[src/rtl/uart_frame_pkg.sv]
// Shared constants for the UART command-frame sequencer.
package uart_frame_pkg;

    localparam logic [7:0] SOF     = 8'hA5;
    localparam logic [1:0] ERR_LEN = 2'd1;
    localparam logic [1:0] ERR_CHK = 2'd2;
    localparam logic [1:0] ERR_TMO = 2'd3;

    typedef enum logic [2:0] {
        ST_IDLE,
        ST_ADDR,
        ST_LEN,
        ST_DATA,
        ST_CHK,
        ST_COMMIT
    } state_t;

endpackage

[src/rtl/uart_frame_buf.sv]
// Payload buffer: one write port for the DATA phase, combinational read for COMMIT.
module uart_frame_buf #(
    parameter int DEPTH = 16,
    parameter int IW    = 4
) (
    input  logic          clk,
    input  logic          we,
    input  logic [IW-1:0] waddr,
    input  logic [7:0]    wdata,
    input  logic [IW-1:0] raddr,
    output logic [7:0]    rdata
);

    logic [7:0] mem [DEPTH];

    always_ff @(posedge clk) begin
        if (we) mem[waddr] <= wdata;
    end

    assign rdata = mem[raddr];

endmodule

[src/rtl/uart_frame_ctrl.sv]
// UART command-frame sequencer: parses SOF/ADDR/LEN/payload/XOR frames and
// replays a verified payload as back-to-back register writes.
module uart_frame_ctrl
    import uart_frame_pkg::*;
#(
    parameter int CLOCK_SPEED   = 100_000_000,
    parameter int BAUD_RATE     = 9600,
    parameter int TIMEOUT_BYTES = 4,
    parameter int MAX_LEN       = 16
) (
    input  logic       clk,
    input  logic       rst,
    input  logic       rx_valid,
    input  logic [7:0] rx_data,
    output logic       wr_en,
    output logic [7:0] wr_addr,
    output logic [7:0] wr_data,
    output logic       frame_ok,
    output logic       frame_err,
    output logic [1:0] err_code,
    output logic       busy,
    output logic [7:0] drop_cnt
);

    // state     | meaning
    // ST_IDLE   | hunting for SOF, other bytes ignored
    // ST_ADDR   | expecting base address byte
    // ST_LEN    | expecting payload length byte
    // ST_DATA   | buffering payload bytes
    // ST_CHK    | expecting XOR checksum byte
    // ST_COMMIT | replaying buffer as one write per cycle

    localparam int LIMIT = TIMEOUT_BYTES * 10 * (CLOCK_SPEED / BAUD_RATE);
    localparam int TW    = $clog2(LIMIT + 1);
    localparam int IW    = (MAX_LEN > 1) ? $clog2(MAX_LEN) : 1;

    // Loaded so the error pulse lands exactly LIMIT cycles after the last byte.
    localparam logic [TW-1:0] TMR_LOAD = TW'(LIMIT - 2);
    localparam logic [TW-1:0] TMR_ONE  = TW'(1);
    localparam logic [7:0]    LEN_MAX  = 8'(MAX_LEN);

    state_t        state, state_nxt;
    logic [7:0]    base_addr, len_r, chk, idx;
    logic [TW-1:0] tmr;
    logic          counting, tmo, byte_ok, last_idx, buf_we, err_set;
    logic [1:0]    err_val;
    logic [7:0]    buf_rdata;

    assign counting = state inside {ST_ADDR, ST_LEN, ST_DATA, ST_CHK};
    assign tmo      = counting && (tmr == '0);
    assign byte_ok  = rx_valid && !tmo;
    assign last_idx = (idx == len_r - 8'd1);

    always_comb begin
        state_nxt = state;
        err_set   = 1'b0;
        err_val   = ERR_LEN;
        buf_we    = 1'b0;
        if (tmo) begin
            state_nxt = ST_IDLE;
            err_set   = 1'b1;
            err_val   = ERR_TMO;
        end else begin
            unique case (state)
                ST_IDLE:   if (rx_valid && rx_data == SOF) state_nxt = ST_ADDR;
                ST_ADDR:   if (rx_valid) state_nxt = ST_LEN;
                ST_LEN: begin
                    if (rx_valid) begin
                        if (rx_data == 8'd0 || rx_data > LEN_MAX) begin
                            state_nxt = ST_IDLE;
                            err_set   = 1'b1;
                            err_val   = ERR_LEN;
                        end else begin
                            state_nxt = ST_DATA;
                        end
                    end
                end
                ST_DATA: begin
                    if (rx_valid) begin
                        buf_we = 1'b1;
                        if (last_idx) state_nxt = ST_CHK;
                    end
                end
                ST_CHK: begin
                    if (rx_valid) begin
                        if (rx_data == chk) begin
                            state_nxt = ST_COMMIT;
                        end else begin
                            state_nxt = ST_IDLE;
                            err_set   = 1'b1;
                            err_val   = ERR_CHK;
                        end
                    end
                end
                ST_COMMIT: if (last_idx) state_nxt = ST_IDLE;
                default:   state_nxt = ST_IDLE;
            endcase
        end
    end

    always_ff @(posedge clk or negedge rst) begin
        if (!rst) begin
            state     <= ST_IDLE;
            base_addr <= '0;
            len_r     <= '0;
            chk       <= '0;
            idx       <= '0;
            tmr       <= '0;
            drop_cnt  <= '0;
            frame_err <= 1'b0;
            err_code  <= '0;
        end else begin
            state     <= state_nxt;
            frame_err <= err_set;
            if (err_set) err_code <= err_val;

            if (state == ST_IDLE)  tmr <= TMR_LOAD;
            else if (counting)     tmr <= rx_valid ? TMR_LOAD : tmr - TMR_ONE;

            if (state == ST_IDLE) idx <= '0;
            if (state == ST_ADDR && byte_ok) begin
                base_addr <= rx_data;
                chk       <= rx_data;
            end
            if (state == ST_LEN && byte_ok) begin
                len_r <= rx_data;
                chk   <= chk ^ rx_data;
            end
            if (state == ST_DATA && byte_ok) begin
                chk <= chk ^ rx_data;
                idx <= last_idx ? 8'd0 : idx + 8'd1;
            end
            if (state == ST_COMMIT) begin
                idx <= idx + 8'd1;
                if (rx_valid && drop_cnt != 8'hFF) drop_cnt <= drop_cnt + 8'd1;
            end
        end
    end

    uart_frame_buf #(
        .DEPTH (MAX_LEN),
        .IW    (IW)
    ) u_buf (
        .clk   (clk),
        .we    (buf_we),
        .waddr (idx[IW-1:0]),
        .wdata (rx_data),
        .raddr (idx[IW-1:0]),
        .rdata (buf_rdata)
    );

    assign busy     = (state != ST_IDLE);
    assign wr_en    = (state == ST_COMMIT);
    assign frame_ok = wr_en && last_idx;
    assign wr_addr  = wr_en ? base_addr + idx : 8'd0;
    assign wr_data  = wr_en ? buf_rdata : 8'd0;

endmodule

[config.mk]
export PLATFORM = sky130hd
export DESIGN_NAME = uart_frame_ctrl
export DESIGN_NICKNAME = d
export VERILOG_FILES = /design/src/rtl/uart_frame_pkg.sv /design/src/rtl/uart_frame_buf.sv /design/src/rtl/uart_frame_ctrl.sv
export SDC_FILE = /design/constraint.sdc
export NUM_CORES = 1
export LEC_CHECK = 0
export BUFFER_PORTS_ARGS = -buffer_cell sky130_fd_sc_hd__buf_2
export CORE_MARGIN = 1.5
export CORE_UTILIZATION = 25
export DETAILED_ROUTE_END_ITERATION = 8
export RECOVER_POWER = 25
export SLEW_MARGIN = 20
export SYNTH_ARGS = -nofsm -noshare
export SYNTH_HDL_FRONTEND = slang
export SYNTH_HIERARCHICAL = 1
export SYNTH_SLANG_ARGS = --single-unit
[constraint.sdc]
create_clock -name clk -period 4.51 [get_ports clk]
set_input_delay 0.2255 -clock clk [delete_from_list [all_inputs] [get_ports clk]]
set_output_delay 0.2255 -clock clk [all_outputs]
set_load 0.05 [all_outputs]
# Word-level counts from Yosys, hierarchy flattened
# Memories as Yosys holds them, arrays and structs flattened.
# Index checks and enable logic that the tools add are counted.
[op_classes]
eq_ne = 16
reduce_logical = 20
n_lt_le_gt_ge = 1
div_mod_pow = 0
mux = 38
n_shift = 0
n_mul = 0
bitwise_logic = 1
addsub = 5
[op_table]
columns = ["op", "n"]
rows = [
  ["8-bit 2-to-1 mux", 9],
  ["19-bit 2-to-1 mux", 3],
  ["3-bit 2-to-1 mux", 9],
  ["19-bit zero test", 1],
  ["19-bit by 1-bit subtractor with 19-bit output (second input constant)", 1],
  ["3-bit != test (second input constant)", 6],
  ["3-bit case mux with 6 select lines", 1],
  ["8-bit by 1-bit adder with 8-bit output (second input constant)", 2],
  ["8-bit equality test", 2],
  ["1-bit 2-to-1 mux", 10],
  ["2-bit 2-to-1 mux", 5],
  ["3-bit nonzero test", 3],
  ["8-bit adder", 1],
  ["8-bit equality test (second input constant)", 1],
  ["8-bit by 5-bit greater-than comparator with 1-bit output (second input constant)", 1],
  ["1-bit logical AND", 8],
  ["8-bit zero test", 1],
  ["8-bit != test (second input constant)", 1],
  ["8-bit by 1-bit subtractor with 8-bit output (second input constant)", 1],
  ["8-bit XOR", 1],
  ["7-bit AND reduction", 1],
  ["3-bit by 2-bit equality test with 1-bit output (second input constant)", 2],
  ["3-bit equality test (second input constant)", 2],
  ["4-bit nonzero test", 1],
  ["other kinds (8)", 8],
]
[totals]
mem_bits_rw = 128
mem_count = 1
reg_bits = 65
mem_bits_ro = 0
out_inout_bits = 30
in_bits = 11
latchBits = 0
[memory_table]
columns = ["name", "depth", "width", "rd", "rd_ports_with_merged_regs", "write_ports", "line", "source"]
rows = [
  ["u_buf.mem", 16, 8, 1, 0, 1, "uart_frame_buf.sv:14", "logic [7:0] mem [DEPTH];"],
]

# Longest topological paths before layout
[depth]
word_depth = 9
ltp_mapped = 10
ltp_nobuf = 9

# By module
# The synthesis kept the hierarchy.
[modules_own_cells]
columns = ["mod", "instances", "cells_per_inst", "area_each_um2", "seq_area_each_um2"]
rows = [
  ["uart_frame_buf", 1, 221, 4987.3, 3843.7],
  ["uart_frame_ctrl", 1, 401, 3881.2, 1626.6],
]

# Least setup slack after synthesis
# Ideal clock, no wire load.
[synth_path]
path_kind = "reg2out"
start = "register idx[0]"
end = "output wr_addr[6]"
path_buffers = 0
stages_incl_launch_ff = 9
required_ns = 4.285
setup_slack_ns = 1.753
t_arrival_ns = 2.532
cell_sequence = "dfrtp_1 -> ha_1 -> fa_1 -> a21o_1 -> a21o_1 -> a21o_1 -> a21oi_1 -> xor2_1 -> nor2_1"
[synth_via]
elab_chain_len = 2
[synth_lines]
columns = ["item", "line", "source"]
rows = [
  ["start: declaration", "uart_frame_ctrl.sv:43", "logic [7:0] base_addr, len_r, chk, idx;"],
  ["start signal: assignment", "uart_frame_ctrl.sv:131", "idx <= last_idx ? 8'd0 : idx + 8'd1;"],
  ["start signal: assignment", "uart_frame_ctrl.sv:134", "idx <= idx + 8'd1;"],
  ["8-bit adder", "uart_frame_ctrl.sv:155", "assign wr_addr = wr_en ? base_addr + idx : 8'd0;"],
  ["8-bit 2-to-1 mux", "uart_frame_ctrl.sv:155", ""],
  ["end: declaration", "uart_frame_ctrl.sv:16", "output logic [7:0] wr_addr,"],
]
# No other way between the ends.

# Worst setup path in the final report
[layout_path]
start = "register idx[0]"
end = "output wr_data[5]"
[layout_via]
elab_chain_len = 2
[layout_lines]
columns = ["item", "line", "source"]
rows = [
  ["memory 16 x 8 bit", "--", ""],
  ["via buf_rdata[5]", "uart_frame_ctrl.sv:47", "logic [7:0] buf_rdata;"],
  ["8-bit 2-to-1 mux", "uart_frame_ctrl.sv:156", "assign wr_data = wr_en ? buf_rdata : 8'd0;"],
  ["end: declaration", "uart_frame_ctrl.sv:17", "output logic [7:0] wr_data,"],
]
# The timed path passes the listed nets, and every way through them passes these cells.

==> impl_metrics.env <==
export IMPL_fin_crit_sh_pct=72.3
export IMPL_p_sw_uw=1130
export IMPL_core_area_um2=34700
export IMPL_share_comb_of_total_power_pct=13.5
export IMPL_clock_skew_ps=10.2
export IMPL_cap_violations=0
export IMPL_cts_path_max_buffers=2
export IMPL_hpwl_um=12100
export IMPL_drt_iter0_drc=420
export IMPL_worstSetupPathType="reg -> out"
export IMPL_cts_hold_buf=0
export IMPL_clk_root_buffer_cell="clkbuf_16"
export IMPL_intPower_uw=3130
export IMPL_dieHeight_um=191
export IMPL_cp_data_required_time_ps=4280
export IMPL_syn_num_nets=646
export IMPL_io_buffers=40
export IMPL_worst_skew_pair_late_latency_ps=430
export IMPL_dr_pass1_iters=4
export IMPL_netlist_area_um2=8870
export IMPL_violations="negative hold slack"
export IMPL_antenna_cells=0
export IMPL_drive_gt1_share_pct=18.3
export IMPL_num_rows=68
export IMPL_critPathArrivalTime_ps=3040
export IMPL_layoutNonFillerInstCount=1131
export IMPL_fmax_mhz=307
export IMPL_path_depth=6
export IMPL_grt_pass1_vias=5141
export IMPL_synth_cells=622
export IMPL_antenna_found_initial=0
export IMPL_wl_per_cell_um=16.6
export IMPL_slew_headroom_pct=12.2
export IMPL_vias_per_cell=4.68
export IMPL_avgSynthCellArea_um2=14.3
export IMPL_pwr_share_clk_pct=37.5
export IMPL_seq_area_frac_synth_pct=61.7
export IMPL_worst_pin_slew_ps=1320
export IMPL_rsz0062_at_grt="no"
export IMPL_grt_overflow=0
export IMPL_start_util_pct=25.5
export IMPL_postCtsResizedCells=0
export IMPL_swShare_pct=26.5
export IMPL_tns_ps=0
export IMPL_place_gp_congestion=0.763
export IMPL_h_tree_depth=4
export IMPL_worst_setup_path_start_kind="flop"
export IMPL_vias=5295
export IMPL_path_cells="buf_4 > mux4_1 > a22oi_1 > nand2_1 > and3_1 > buf_2"
export IMPL_drv_slew=0
export IMPL_die_width_um=191
export IMPL_hold_ws_ps=-39.3
export IMPL_ir_worst_vdd_v=0.000337
export IMPL_cp_slowest_stage_delay_ps=660
export IMPL_status="finished with violations"
export IMPL_final_util_pct=29.2
export IMPL_async_flop_share_pct=33.7
export IMPL_min_period_ps=3260
export IMPL_grtUsageTotal_pct=10.7
export IMPL_cp_buffers_inverters=2
export IMPL_critPathTopFamily="buffers and inverters"
export IMPL_top_level_ports=41
export IMPL_antenna_left=0
export IMPL_die_area_um2=36600
export IMPL_synth_edff_count=128
export IMPL_cts_tree="yes"
export IMPL_static_leakage_power_uw=0.00377
export IMPL_grt_pass1_wl_um=29800
export IMPL_synth_warnings=6
export IMPL_cts_setup_buffers=0
export IMPL_synth_ff_type="edfxtp_1"
export IMPL_finalSetupViolCount=0
export IMPL_routed_wl_um=18800
export IMPL_pwr_density_cell_nw_per_um2=420
export IMPL_endpoint_kind="primary output"
export IMPL_cp_max_fo=33
export IMPL_power_frac_seq_pct=48.9
export IMPL_numCtsBuffers=17
export IMPL_path_clk_slew_ps=70
export IMPL_ys_ff_latch=193
export IMPL_critPathSlowestCell="mux4_1"
export IMPL_route_detailed_drc=0
export IMPL_hp_class="in -> async"
export IMPL_dpl_cell_count=1099
export IMPL_nets=687
export IMPL_yosysUniqueCellTypes=67
export IMPL_timing_hold_violations_final=26
export IMPL_cts_sinks=193
export IMPL_area_growth_pct=14.3
export IMPL_reg2reg_depth=7
export IMPL_grt_max_degree=66
cells in the mapped netlist (4+ instances only):
cell type / count / share of area [%]
or3_1: 8 / 0.56
xor2_1: 23 / 2.3
mux2_2: 18 / 2.3
nor3_1: 21 / 1.2
ha_1: 12 / 1.7
nand2b_1: 5 / 0.35
o21ai_0: 9 / 0.51
nand3_1: 14 / 0.79
o22ai_1: 4 / 0.28
a31oi_1: 4 / 0.28
inv_1: 12 / 0.51
nor4_1: 11 / 0.78
buf_4: 4 / 0.34
mux4_2: 18 / 4.6
buf_6: 4 / 0.51
nor2_1: 35 / 1.5
a22oi_1: 18 / 1.5
edfxtp_1: 128 / 43
clkbuf_1: 7 / 0.30
a21oi_1: 14 / 0.79
mux4_1: 14 / 4.1
buf_2: 5 / 0.28
nor2b_1: 5 / 0.35
a21o_1: 6 / 0.51
xnor2_1: 27 / 2.7
and3_1: 14 / 0.99
dfrtp_1: 65 / 18
nand2_1: 60 / 2.5
placed cells by master (no fill, tap or decap), drive strengths merged, types with 2 or more instances in the layout:
| cell type | instances |
|---|---|
| nand2b | 6 |
| a21o | 6 |
| or2 | 4 |
| a21oi | 17 |
| inv | 17 |
| nor2 | 35 |
| xor2 | 23 |
| mux2 | 19 |
| buf | 39 |
| a31oi | 4 |
| nor4 | 11 |
| nand3 | 16 |
| o31a | 2 |
| nand2 | 60 |
| or4 | 2 |
| nor2b | 5 |
| nor3b | 2 |
| o22ai | 4 |
| mux4 | 32 |
| or3 | 8 |
| edfxtp | 128 |
| clkbuf | 25 |
| nor3 | 23 |
| o21ai | 11 |
| ha | 12 |
| bufinv | 3 |
| dfrtp | 65 |
| o21a | 3 |
| clkinv | 5 |
| a22oi | 18 |
| a211o | 2 |
| o21bai | 3 |
| nand4 | 3 |
| nand3b | 3 |
| and3 | 14 |
| xnor2 | 27 |
per-stage QoR:
stage	instance area, µm²	total power [µW]	setup slack [ps]
3_5_place_dp	9510	2690	1300
6_report	10100	4250	1250
5_1_grt	10100	4430	1080
2_1_floorplan	8870	2510	1750
3_3_place_gp	9510	2690	1400
4_1_cts	10100	4290	1180
registers in the layout (all words and copies together), names as in the netlist:
name,cells
u_buf/mem,128
idx,8
frame_err,1
len_r,8
base_addr,8
state,3
drop_cnt,8
chk,8
err_code,2
tmr,19
area by class of cell:
class,instances,area [µm²]
clock buffers,18,429
clock inverters,14,196
fillers,3543,24600
inverters,12,45.0
multi-input cells,393,3190
flip-flops and latches,193,5470
well taps,455,569
repair buffers,46,236
power by group through the flow:
stage	sequential (µW)	combinational, µW	clock, µW
6_report	2080	576	1600
5_1_grt	2090	632	1710
4_1_cts	2080	580	1630
3_5_place_dp	2120	574	0
3_3_place_gp	2120	570	0
2_1_floorplan	2100	410	0
cells by family (layout without fill, tap and decap cells):
| group | count (synthesis) | after routing | share of synthesized area (%) |
|---|---|---|---|
| AND/OR/NAND/NOR | 199 | 199 | 11.5 |
| XOR/XNOR | 50 | 50 | 4.94 |
| adder cells (fa/ha/maj) | 13 | 13 | 1.92 |
| AO/OA/AOI/OAI | 79 | 79 | 6.24 |
| flip-flops | 193 | 193 | 61.7 |
| buffers and inverters | 36 | 90 | 2.44 |
| multiplexers | 52 | 52 | 11.3 |
worst register-to-register path, stage by stage, from the launching register on:
cell and delay (ps):
dfrtp_1 350, inv_1 80, ha_1 200, nor3b_1 130, and4bb_4 270, nor3_2 440
or3b_2 540, nor3_1 830
routing by layer:
layer  global-route usage, %  share of wire [%]  up-vias  wire (µm)
met2                    15.1                 42      151       7910
met1                    16.3                 52     2679       9690
met5                       0                  0        -          0
li1                        -                  -     2453          -
met4                    2.43               0.64        0        121
met3                    2.44                5.7       12       1070
path summary, 6_finish.rpt:
check,start,to,slack (ps)
min in group clk,rx_valid,tmr[2],280
max reg2reg,tmr[0],u_buf/mem[0][5],1300
max in group asynchronous,rst,idx[0],3930
min,rst,drop_cnt[0],-40
max,idx[0],wr_data[5],1250
min reg2reg,drop_cnt[7],drop_cnt[7],500
Power figures use the tool's default switching activity.
